<file path="config.mk">
export PLATFORM = sky130hd
export DESIGN_NAME = operand_loader
export DESIGN_NICKNAME = d
export VERILOG_FILES = /design/src/rtl/operand_loader_pkg.sv /design/src/rtl/operand_loader.sv
export SDC_FILE = /design/constraint.sdc
export NUM_CORES = 1
export LEC_CHECK = 0
export CAP_MARGIN = 20
export CORE_MARGIN = 3
export CORE_UTILIZATION = 44
export CTS_CLUSTER_DIAMETER = 50
export DETAILED_ROUTE_END_ITERATION = 6
export GPL_TIMING_DRIVEN = 0
export PLACE_DENSITY = 0.81
export SYNTH_ARGS = -nofsm -noshare
export SYNTH_HDL_FRONTEND = slang
export SYNTH_SLANG_ARGS = --single-unit
</file>
<file path="constraint.sdc">
create_clock -name clk -period 2 [get_ports clk]
set_input_delay 0.4 -clock clk [delete_from_list [all_inputs] [get_ports clk]]
set_output_delay 0.4 -clock clk [all_outputs]
set_load 0.02 [all_outputs]
</file>
<file path="src/rtl/operand_loader_pkg.sv">
// Shared constants, state encoding and sizing for the operand loader.
package operand_loader_pkg;

    localparam int DATAWIDTH     = 8;
    localparam int NUMREGS       = 5;
    localparam int SELECTIONDECO = 4;

    // Decoder code that selects no data register.
    localparam logic [SELECTIONDECO-1:0] IDLESEL = 4'd11;

    localparam logic [2:0] NUMREGS_CNT = 3'(NUMREGS);

    typedef enum logic [1:0] {
        ST_IDLE,
        ST_LOAD,
        ST_KICK,
        ST_WAIT
    } state_e;

endpackage

</file>
<file path="src/rtl/operand_loader.sv">
// Loads a burst of NUMREGS operands into the register file via bus C, then kicks the sorter.
// Optional macro OPERAND_LOADER_CHECKSUM_EN adds a running XOR of the burst on sChecksum.
module operand_loader
    import operand_loader_pkg::*;
(
    input  logic                     clk,
    input  logic                     lowRst,
    input  logic [DATAWIDTH-1:0]     sDataIn,
    input  logic                     sValid,
    output logic                     sReady,
    output logic [DATAWIDTH-1:0]     sBusC,
    output logic [SELECTIONDECO-1:0] sSelDecoC,
    output logic                     sLoadActive,
    output logic                     sStart,
    input  logic                     sSortDone,
`ifdef OPERAND_LOADER_CHECKSUM_EN
    output logic [DATAWIDTH-1:0]     sChecksum,
`endif
    output state_e                   sDbgState,
    output logic [2:0]               sBurstIdx
);

    state_e                   state_q, state_d;
    logic [2:0]               idx_q, idx_d;
    logic                     ready_q, ready_d;
    logic                     start_q, start_d;
    logic [DATAWIDTH-1:0]     bus_q, bus_d;
    logic [SELECTIONDECO-1:0] sel_q, sel_d;
    logic                     active_q, active_d;
    logic                     accept;

    // A byte transfers on any rising edge where sValid and sReady are both high;
    // with sReady low the source keeps sValid and sDataIn stable until it transfers.
    assign accept = sValid & ready_q;

    always_comb begin
        state_d  = state_q;
        idx_d    = idx_q;
        start_d  = 1'b0;
        bus_d    = bus_q;
        sel_d    = IDLESEL;
        active_d = 1'b0;

        if (accept) begin
            bus_d    = sDataIn;
            sel_d    = SELECTIONDECO'(idx_q);
            active_d = 1'b1;
            idx_d    = idx_q + 3'd1;
        end

        case (state_q)
            ST_IDLE, ST_LOAD: begin
                if (accept) begin
                    state_d = (idx_d == NUMREGS_CNT) ? ST_KICK : ST_LOAD;
                end
            end
            // First KICK cycle carries the last write; the second carries the start pulse.
            ST_KICK: begin
                if (start_q) begin
                    state_d = ST_WAIT;
                end else begin
                    start_d = 1'b1;
                end
            end
            ST_WAIT: begin
                if (sSortDone) begin
                    state_d = ST_IDLE;
                    idx_d   = 3'd0;
                end
            end
            default: state_d = ST_IDLE;
        endcase

        ready_d = (state_d == ST_IDLE) || (state_d == ST_LOAD);
    end

    always_ff @(posedge clk or negedge lowRst) begin
        if (!lowRst) begin
            state_q  <= ST_IDLE;
            idx_q    <= 3'd0;
            ready_q  <= 1'b1;
            start_q  <= 1'b0;
            bus_q    <= '0;
            sel_q    <= IDLESEL;
            active_q <= 1'b0;
        end else begin
            state_q  <= state_d;
            idx_q    <= idx_d;
            ready_q  <= ready_d;
            start_q  <= start_d;
            bus_q    <= bus_d;
            sel_q    <= sel_d;
            active_q <= active_d;
        end
    end

`ifdef OPERAND_LOADER_CHECKSUM_EN
    logic [DATAWIDTH-1:0] csum_q, csum_d;

    // The first accept of a burst restarts the running XOR.
    always_comb begin
        csum_d = csum_q;
        if (accept) begin
            csum_d = (state_q == ST_IDLE) ? sDataIn : (csum_q ^ sDataIn);
        end
    end

    always_ff @(posedge clk or negedge lowRst) begin
        if (!lowRst) begin
            csum_q <= '0;
        end else begin
            csum_q <= csum_d;
        end
    end

    assign sChecksum = csum_q;
`endif

    assign sReady      = ready_q;
    assign sBusC       = bus_q;
    assign sSelDecoC   = sel_q;
    assign sLoadActive = active_q;
    assign sStart      = start_q;
    assign sBurstIdx   = idx_q;
    assign sDbgState   = state_q;

endmodule

</file>
==> impl_metrics.env <==
export IMPL_drc_errors=0
export IMPL_post_route_period_util_pct=95.7
export IMPL_tightest_slew_ns=0.844
export IMPL_yosysWarnings=0
export IMPL_vias=546
export IMPL_ys_seq_area_share_pct=63.1
export IMPL_synth_top_cell_area_share_pct=50.0
export IMPL_start_util_pct=49.7
export IMPL_cp_end_kind="output port"
export IMPL_synthSimpleGateAreaFrac_pct=11.2
export IMPL_synth_compound_area_share_pct=3.75
export IMPL_wl_per_cell_um=13.3
export IMPL_syn_to_final_growth_pct=45.8
export IMPL_critPathMaxFanout=6
export IMPL_crit_type="flip-flop to output port"
export IMPL_hold_viol=0
export IMPL_finalWeightedCongestion=0.691
export IMPL_critPathBufInv=1
export IMPL_antenna_cells=0
export IMPL_reg2reg_from="sBurstIdx[0]"
export IMPL_whs_endpoint="sStart"
export IMPL_critPathMaxStageDelay_ns=0.62
export IMPL_critPathLaunch="sReady"
export IMPL_synth_area_leader_cell="dfrtp_1"
export IMPL_grt_pass1_wl_um=2680
export IMPL_die_width_um=48.7
export IMPL_netlist_area_um2=801
export IMPL_finClkSkew_ns=0.00708
export IMPL_cp_arrival_ns=1.51
export IMPL_hold_class="flip-flop to flip-flop"
export IMPL_gr_total_overflow=0
export IMPL_tns_ns=0
export IMPL_via_per_inst=4.88
export IMPL_holdBufCountCts=0
export IMPL_synthCells=53
export IMPL_synth_flop_cell="dfrtp_1"
export IMPL_clk_latency_ns=0.29
export IMPL_die_area_mm2=0.00237
export IMPL_path_delay_family="buffers and inverters"
export IMPL_async_flop_share_pct=100
export IMPL_ir_worst_vdd_mv=0.931
export IMPL_antenna_found_initial=0
export IMPL_gr_usage_all_layers_pct=14.5
export IMPL_h_tree_depth=1
export IMPL_required_ns=1.60
export IMPL_num_rows=14
export IMPL_place_ws_ns=0.280
export IMPL_cts_tree="done"
export IMPL_rsz0062_at_grt="false"
export IMPL_clockBufferDepth=2
export IMPL_ys_types=22
export IMPL_cts_buffers=3
export IMPL_grt_pass1_vias=620
export IMPL_r2r_slack_ns=0.56
export IMPL_layout_setup_ws_ns=0.0856
export IMPL_period_needed_ns=1.91
export IMPL_netlist_top_cells_count="16 x dfrtp_1, 5 x mux2_4, 4 x dfstp_2, 4 x mux2_2"
export IMPL_port_buffers=31
export IMPL_io_pin_count=32
export IMPL_clock_sinks=20
export IMPL_r2r_cells=3
export IMPL_cpMaxStageDelayCell="clkdlybuf4s50_1"
export IMPL_hpwl_um=1140
export IMPL_path_cells="clkdlybuf4s50_1"
export IMPL_status="complete, no violations"
export IMPL_core_mm2=0.00161
export IMPL_synthAdderAreaFrac_pct=1.56
export IMPL_yosysMostFrequentCell="dfrtp_1"
export IMPL_cap_violations=0
export IMPL_cellLeakagePower_nw=0.502
export IMPL_cts_resized=0
export IMPL_synth_area_leaders="dfrtp_1 50%, dfstp_2 13%, mux2_4 9.4%, mux2_2 5.6%, nor4_4 2.7%"
export IMPL_fmax_ghz=0.522
export IMPL_syn_num_nets=66
export IMPL_synthXorXnorAreaFrac_pct=2.19
export IMPL_drive_above_1_share_pct=22.7
export IMPL_drv_slew=0
export IMPL_synth_enable_flop_cells=0
export IMPL_hold_depth=1
export IMPL_power_density_mw_per_mm2=1340
export IMPL_slew_headroom_pct=43.6
export IMPL_ys_seq_elements=20
export IMPL_post_cts_buffers=0
export IMPL_synth_top_family_by_area="multiplexers"
export IMPL_drt_total_wl_um=1490
export IMPL_setup_viol=0
export IMPL_synth_area_mux_share_pct=16.3
export IMPL_drt_pass1_iter_count=2
export IMPL_first_iter_violations=3
export IMPL_min_from="sStart"
export IMPL_avgSynthCellArea_um2=15.1
export IMPL_cts_root_buffer="clkbuf_4"
export IMPL_clk_pin_slew_ns=0.10
export IMPL_fill_cells=136
export IMPL_ant_nets=0
export IMPL_grt_max_degree=21
export IMPL_fp_dieH_um=48.7
export IMPL_nets=102
export IMPL_start_kind="flip-flop"
-- how the worst max path moves through the flow --
stage | endpoint | slack (ns) | depth (start not counted)
floorplan | flip-flop | 0.57 | 4
global route | sReady | 0.03 | 1
detailed placement | sBusC[0] | 0.28 | 4
global placement | sBusC[0] | 0.30 | 4
CTS | sReady | 0.07 | 1
finish | sReady | 0.09 | 1
-- registers in the layout, indices dropped and copies added (netlist names), named ones only --
| signal | cells |
|---|---|
| sLoadActive | 1 |
| sStart | 1 |
| sBusC | 8 |
| sReady | 1 |
| sSelDecoC | 4 |
| sBurstIdx | 3 |
-- layer usage --
layer	up-vias	track usage (%)	share of wire, %
li1	258	-	-
met1	264	16.7	41
met2	24	25.6	52
met3	0	4.60	7.2
met4	0	4.27	0
met5	-	0	0
-- kinds of logic (layout without fill, tap and decap cells) --
kind of cell	after synthesis	in the layout
compound gates	5	5
mux	10	10
simple gates	13	13
xor+xnor	2	2
flops	20	20
fa+ha+maj	1	1
buf+inv	2	37
-- power breakdown --
part	internal (mW)	switching, mW	leakage, nW
clock network	0.0775	0.111	0.0150
logic	0.382	0.345	0.251
registers	0.548	0.103	0.235
total	1.01	0.559	0.502
-- layout by cell type (no fill, tap or decap) --
cell type | netlist | routed
mux2_4 | 5 | 5
inv_1 | 1 | 1
xor2_1 | 1 | 1
o31ai_1 | 1 | 1
o211ai_1 | 1 | 1
dfstp_2 | 4 | 4
clkbuf_1 | 0 | 1
nor3b_1 | 1 | 1
and3_1 | 2 | 2
nor4_4 | 1 | 1
a21oi_1 | 3 | 3
xnor2_1 | 1 | 1
dfrtp_1 | 16 | 16
buf_6 | 1 | 1
nand2_1 | 3 | 3
nand2_4 | 1 | 1
mux2i_1 | 1 | 1
clkdlybuf4s50_1 | 0 | 31
or2_1 | 1 | 1
clkbuf_4 | 0 | 3
or2_2 | 1 | 1
nand3_1 | 2 | 2
nor2_1 | 1 | 1
mux2_2 | 4 | 4
ha_1 | 1 | 1
-- final cells by class --
type                            instances  area (µm²)  area share (%)
Clock buffer                            4        26.3            2.25
Multi-Input combinational cell         31         280            24.0
Sequential cell                        20         505            43.3
Timing Repair Buffer                   31         310            26.6
Buffer                                  1        11.3           0.965
Inverter                                1        3.75           0.322
Tap cell                               24        30.0            2.57
-- stage by stage --
step           power [mW]  instances  utilization [%]  area (µm²)  hold slack [ns]
6_report             1.57        112             72.4        1170            0.482
4_1_cts              1.59        112             72.4        1170            0.494
2_1_floorplan        1.05         53                -         801            0.104
3_5_place_dp         1.39        108             70.8        1140            0.475
5_1_grt              1.67        112             72.4        1170            0.513
3_3_place_gp         1.37        108             70.8        1140            0.450
(Power assumes the default switching activity.)
